==> config.mk <==
export PLATFORM = sky130hd
export DESIGN_NAME = bf_truth_table_scanner_flat
export DESIGN_NICKNAME = d
export VERILOG_FILES = /design/src/rtl/bf_truth_table_scanner_if.sv /design/src/rtl/bf_truth_table_scanner.sv /design/src/flat_wrapper.sv
export SDC_FILE = /design/constraint.sdc
export NUM_CORES = 1
export LEC_CHECK = 0
export ABC_AREA = 1
export CAP_MARGIN = 20
export CELL_PAD_IN_SITES_DETAIL_PLACEMENT = 1
export CELL_PAD_IN_SITES_GLOBAL_PLACEMENT = 2
export CORE_MARGIN = 2
export CORE_UTILIZATION = 34
export CTS_BUF_LIST = sky130_fd_sc_hd__clkbuf_4 sky130_fd_sc_hd__clkbuf_8
export DETAILED_ROUTE_END_ITERATION = 10
export DONT_BUFFER_PORTS = 1
export GPL_ROUTABILITY_DRIVEN = 0
export PLACE_DENSITY = 0.83
export RECOVER_POWER = 100
export SKIP_LAST_GASP = 1
export SYNTH_ARGS = -nofsm -noshare
export SYNTH_HDL_FRONTEND = slang
export SYNTH_SLANG_ARGS = --single-unit
==> constraint.sdc <==
create_clock -name clk -period 1.32 [get_ports clk]
set_input_delay 0.396 -clock clk [delete_from_list [all_inputs] [get_ports clk]]
set_output_delay 0.396 -clock clk [all_outputs]
set_load 0.02 [all_outputs]
==> src/rtl/bf_truth_table_scanner_if.sv <==
// Bus between the truth-table scanner and whoever launches scans and provides the
// function cell under test.
interface bf_truth_table_scanner_if;
  logic       start;
  logic [7:0] expected;
  logic       Y;
  logic       A;
  logic       B;
  logic       C;
  logic       busy;
  logic       done;
  logic       pass;
  logic [7:0] truth;
  logic [7:0] mismatch;

  modport master (
    output start, expected, Y,
    input  A, B, C, busy, done, pass, truth, mismatch
  );

  modport slave (
    input  start, expected, Y,
    output A, B, C, busy, done, pass, truth, mismatch
  );
endinterface

==> src/rtl/bf_truth_table_scanner.sv <==
// Scanner that steps a 3-input function cell through all eight input codes.
// At each code it samples Y after a settle delay, then compares the truth table against a latched reference.
module bf_truth_table_scanner #(
  parameter int unsigned SETTLE_CYCLES = 2
) (
  input logic                     clk,
  input logic                     rst_n,
  bf_truth_table_scanner_if.slave bus
);

  typedef enum logic [1:0] {IDLE, SETTLE, SAMPLE, DONE} state_t;

  localparam logic [3:0] CNT_LAST = 4'(SETTLE_CYCLES - 1);

  state_t     state_q, state_d;
  logic [2:0] idx_q, idx_d;
  logic [3:0] cnt_q, cnt_d;
  logic [7:0] truth_q, truth_d;
  logic [7:0] mism_q, mism_d;
  logic [7:0] exp_q, exp_d;
  logic       busy_q, busy_d;
  logic       done_q, done_d;
  logic       pass_q, pass_d;

  always_ff @(posedge clk or negedge rst_n) begin
    if (!rst_n) begin
      state_q <= IDLE;
      idx_q   <= '0;
      cnt_q   <= '0;
      truth_q <= '0;
      mism_q  <= '0;
      exp_q   <= '0;
      busy_q  <= 1'b0;
      done_q  <= 1'b0;
      pass_q  <= 1'b0;
    end else begin
      state_q <= state_d;
      idx_q   <= idx_d;
      cnt_q   <= cnt_d;
      truth_q <= truth_d;
      mism_q  <= mism_d;
      exp_q   <= exp_d;
      busy_q  <= busy_d;
      done_q  <= done_d;
      pass_q  <= pass_d;
    end
  end

  always_comb begin
    state_d = state_q;
    idx_d   = idx_q;
    cnt_d   = cnt_q;
    truth_d = truth_q;
    mism_d  = mism_q;
    exp_d   = exp_q;
    busy_d  = busy_q;
    done_d  = done_q;
    pass_d  = pass_q;

    unique case (state_q)
      IDLE: begin
        if (bus.start) begin
          idx_d   = '0;
          cnt_d   = '0;
          truth_d = '0;
          mism_d  = '0;
          exp_d   = bus.expected;
          busy_d  = 1'b1;
          done_d  = 1'b0;
          pass_d  = 1'b0;
          state_d = SETTLE;
        end
      end

      SETTLE: begin
        cnt_d = cnt_q + 4'd1;
        if (cnt_q == CNT_LAST) begin
          state_d = SAMPLE;
        end
      end

      SAMPLE: begin
        truth_d[idx_q] = bus.Y;
        mism_d[idx_q]  = bus.Y ^ exp_q[idx_q];
        if (idx_q == 3'd7) begin
          // pass must include the final bit, so it is taken from the next-state mismatch
          idx_d   = '0;
          busy_d  = 1'b0;
          done_d  = 1'b1;
          pass_d  = (mism_d == '0);
          state_d = DONE;
        end else begin
          idx_d   = idx_q + 3'd1;
          cnt_d   = '0;
          state_d = SETTLE;
        end
      end

      DONE: begin
        state_d = IDLE;
      end

      default: state_d = IDLE;
    endcase
  end

  // idx is zero outside a scan, so it doubles as the cell drive
  assign bus.A        = idx_q[2];
  assign bus.B        = idx_q[1];
  assign bus.C        = idx_q[0];
  assign bus.busy     = busy_q;
  assign bus.done     = done_q;
  assign bus.pass     = pass_q;
  assign bus.truth    = truth_q;
  assign bus.mismatch = mism_q;

endmodule

==> src/flat_wrapper.sv <==
// flat-port wrapper written by rule: the top's interface ports become plain ports
module bf_truth_table_scanner_flat 
#(
  parameter int unsigned SETTLE_CYCLES = 2
)
  (clk, rst_n, bus_start, bus_expected, bus_Y, bus_A, bus_B, bus_C, bus_busy, bus_done, bus_pass, bus_truth, bus_mismatch);
  bf_truth_table_scanner_if bus_i ();
  input logic clk;
  input logic rst_n;
  input wire logic [$bits(bus_i.start)-1:0] bus_start;
  input wire logic [$bits(bus_i.expected)-1:0] bus_expected;
  input wire logic [$bits(bus_i.Y)-1:0] bus_Y;
  output wire logic [$bits(bus_i.A)-1:0] bus_A;
  output wire logic [$bits(bus_i.B)-1:0] bus_B;
  output wire logic [$bits(bus_i.C)-1:0] bus_C;
  output wire logic [$bits(bus_i.busy)-1:0] bus_busy;
  output wire logic [$bits(bus_i.done)-1:0] bus_done;
  output wire logic [$bits(bus_i.pass)-1:0] bus_pass;
  output wire logic [$bits(bus_i.truth)-1:0] bus_truth;
  output wire logic [$bits(bus_i.mismatch)-1:0] bus_mismatch;
  assign bus_i.start = bus_start;
  assign bus_i.expected = bus_expected;
  assign bus_i.Y = bus_Y;
  assign bus_A = bus_i.A;
  assign bus_B = bus_i.B;
  assign bus_C = bus_i.C;
  assign bus_busy = bus_i.busy;
  assign bus_done = bus_i.done;
  assign bus_pass = bus_i.pass;
  assign bus_truth = bus_i.truth;
  assign bus_mismatch = bus_i.mismatch;
  bf_truth_table_scanner #(.SETTLE_CYCLES(SETTLE_CYCLES)) u_core (.clk(clk), .rst_n(rst_n), .bus(bus_i));
endmodule
==> impl_metrics.toml <==
[outcome]
status = "finished with violations"
failed_checks = "setup timing"

[power]
total_power_uw = 5440
p_seq_share_pct = 32.0
p_sw_uw = 2350
switching_share_pct = 43.2
vdd_drop_max_uv = 790
power.internal_uw = 3090
leakage_uw = 0.00124
p_per_area_mw_per_mm2 = 2130
p_comb_share_pct = 52.3
power_frac_clock_pct = 15.8

[detailed_routing]
drc_errors = 0
vias = 1650
first_pass_iters = 4
first_iter_violations = 62
postRouteAntennaNets = 0
wl_per_cell_um = 15.5
drt_wl_total_mm = 5.29
via_per_inst = 4.82

[critical_path]
path_common_cell = "nand2_1"
path_class = "register to register"
crit_chain = "buf_6 > nor2_4 > nand3_2 > nand2_2 > nor2_2 > nand2_2 > nand2_4 > o21ai_4 > nand2_1 > nor2_1 > nand2_1 > nand2_1"
critPathCaptureType = "register"
cp.required_ps = 1550
cpPeakStageDelay_ps = 450
cp_max_fo = 5
cp_slowest_cell = "dfrtp_2"
crit_arrival_ps = 1920
timing.rr.start = "u_core.idx_q[1]$_DFFE_PN0P_"
reg2reg_setup_slack_ps = -370
cp-start-kind = "register"
path_buf_inv = 1
path_delay_family = "simple AND/OR/NAND/NOR gates"
r2r_cells = 12
reg2reg_to = "u_core.bus.pass$_DFFE_PN0P_"

[yosys]
synth_edf_count = 0
synth_cell_type_count = 24
ys.flop_type = "dfrtp_1"
syn-num-nets = 239
netlist_area_sq_mm = 0.00181
yosysTopAreaCell = "dfrtp_1"
ys_warn_count = 0
async_reset_ff_share_pct = 100
syn_inst = 223
synth_top_cells_by_count = "nand2_1, dfrtp_1, inv_1"
yosysMostFrequentCell = "nand2_1"
ys_seq_area_share_pct = 49.9
synth_top_area_share_pct = 49.9
syn_avg_cell_area_sq_um = 8.10
yosys-top-cells-area = "dfrtp_1, nand2_1, inv_1"
synth_seq_cells = 36

[global_routing]
grt.total_usage_pct = 18.5
grt_pass1_vias = 1768
grt_first_pass_wirelength_mm = 8.65
antenna_found_initial = 0
globalRouteOverflowTotal = 0
grt_max_degree = 37

[worst_hold_path]
hold_end = "u_core.exp_q[3]$_DFFE_PN0P_"
hold_depth = 2
worstHoldStart = "bus_expected[3]"
hp-class = "input pin to register"

[sta]
rsz0062_at_grt = "true"
maxSlewViolCount = 0
period_minus_slack_ps = 1690
worst_slew_pin_slew_ps = 516
clock_skew_ps = 4.15
fin_setup_tns_ps = -4750
worst_slack_ps = -370
min_period_over_period_pct = 128
slew_headroom_pct = 65.6
hold_viol = 0
setup_viol = 26
fmax_ghz = 0.592

[final_layout]
finalNetCount = 287
seq_area_sq_um = 905
syn2layout_area_growth_pct = 41.3
fin_area_sq_mm = 0.00255
diodes = 0
drive_above_1_share_pct = 38.6
fillCellCount = 614
multi_input_area_sq_um = 922
fin_util_pct = 50.0

[clocking]
root_buffer = "clkbuf_8"
cts_htree_levels = 2
cts_tree = "built"
clk_latency_ps = 280
clock_path_buffers = 2
clkSlewWorstSetupHoldPaths_ps = 70
clock_sinks = 36
cts_made_buffers = 5

[die]
start_util_pct = 35.4
fp.dieArea_sq_mm = 0.00591
ios = 34
die_h_um = 76.9
core_area_sq_mm = 0.00511
die_x_um = 76.9
row_count = 26

[placement]
dp_hpwl_mm = 3.69
place_area_sq_mm = 0.00218
portBuffers = 0
place_ws_ps = -357

[job]
maxCapViolCount = 0
-- cell type report --
type / count / area share [%]
Sequential cell: 36 / 35.4
Tap cell: 70 / 3.43
Clock buffer: 8 / 3.82
Multi-Input combinational cell: 146 / 36.1
Inverter: 37 / 5.83
Timing Repair Buffer: 45 / 15.4
-- worst max-delay path by stage --
stage | depth (start not counted) | endpoint | slack [ps] | start
4_1_cts | 11 | u_core.bus.pass$_DFFE_PN0P_ | -330 | u_core.idx_q[0]$_DFFE_PN0P_
3_5_place_dp | 12 | u_core.bus.pass$_DFFE_PN0P_ | -360 | u_core.idx_q[2]$_DFFE_PN0P_
2_1_floorplan | 12 | u_core.bus.pass$_DFFE_PN0P_ | -240 | u_core.idx_q[0]$_DFFE_PN0P_
6_report | 12 | u_core.bus.pass$_DFFE_PN0P_ | -370 | u_core.idx_q[1]$_DFFE_PN0P_
5_1_grt | 11 | u_core.bus.pass$_DFFE_PN0P_ | -520 | u_core.idx_q[0]$_DFFE_PN0P_
3_3_place_gp | 11 | u_core.bus.pass$_DFFE_PN0P_ | -320 | u_core.idx_q[2]$_DFFE_PN0P_
-- registers in the layout, indices dropped and copies added (netlist names) --
| signal | count |
|---|---|
| u_core.bus.busy | 1 |
| u_core.bus.done | 1 |
| u_core.bus.mismatch | 8 |
| u_core.bus.pass | 1 |
| u_core.bus.truth | 8 |
| u_core.cnt_q | 4 |
| u_core.exp_q | 8 |
| u_core.idx_q | 3 |
| u_core.state_q | 2 |
-- metal layers --
layer  track usage [%]  part of all wire, %  wire (um)
met4              4.91                 0.53         28
met2              30.7                   49       2600
met5                 0                    0          0
met1              23.9                   46       2440
met3              4.94                  4.2        222
-- layout by cell type, fill, tap and decap left out, drive strengths merged, types with 2 or more instances in the layout --
| cell type | instances |
|---|---|
| o22ai | 9 |
| a21oi | 9 |
| ha | 4 |
| nor2 | 25 |
| o21ai | 25 |
| nand3b | 2 |
| buf | 42 |
| dfrtp | 36 |
| inv | 37 |
| clkbuf | 10 |
| nand3 | 11 |
| nand2 | 57 |
-- power by group through the flow --
stage	clock network [uW]	logic (uW)	registers, uW
2_1_floorplan	0	1400	1700
3_3_place_gp	0	2280	1740
3_5_place_dp	0	2350	1760
4_1_cts	876	2590	1730
5_1_grt	930	3140	1780
6_report	857	2840	1740
-- cell families (layout without fill, tap and decap cells) --
group,Yosys count,count (layout),synth area share [%]
adders and majority gates,4,4,2.77
xor gates and xnor gates,2,2,0.970
buffers and inverters,41,90,9.42
AOI/OAI and AO/OA,45,45,14.7
and+or+nand+nor,95,95,22.3
DFF,36,36,49.9
-- worst register-to-register path, cell delays in order, from the launching register on --
cell and delay, ps:
dfrtp_2 450, buf_6 130, nor2_4 130, nand3_2 80, nand2_2 100, nor2_2 40
nand2_2 110, nand2_4 110, o21ai_4 160, nand2_1 70, nor2_1 120, nand2_1 70
nand2_1 50
-- what timing repair did --
action | in CTS | in global routing
buffers inserted | 4 | 5
hold buffers | 2 | 0
gates cloned | 0 | 0
endpoints found under the setup margin | 27 | 29
pin swaps | 4 | 9
endpoints found under the hold margin | 36 | 0
gates resized for setup | 29 | 35
-- through the flow --
step	hold slack, ps	std cells
floorplan	100	223
global placement	102	324
detailed placement	101	324
CTS	221	338
global route	223	342
finish	229	342
No activity file was read; power rests on OpenSTA's default activity.
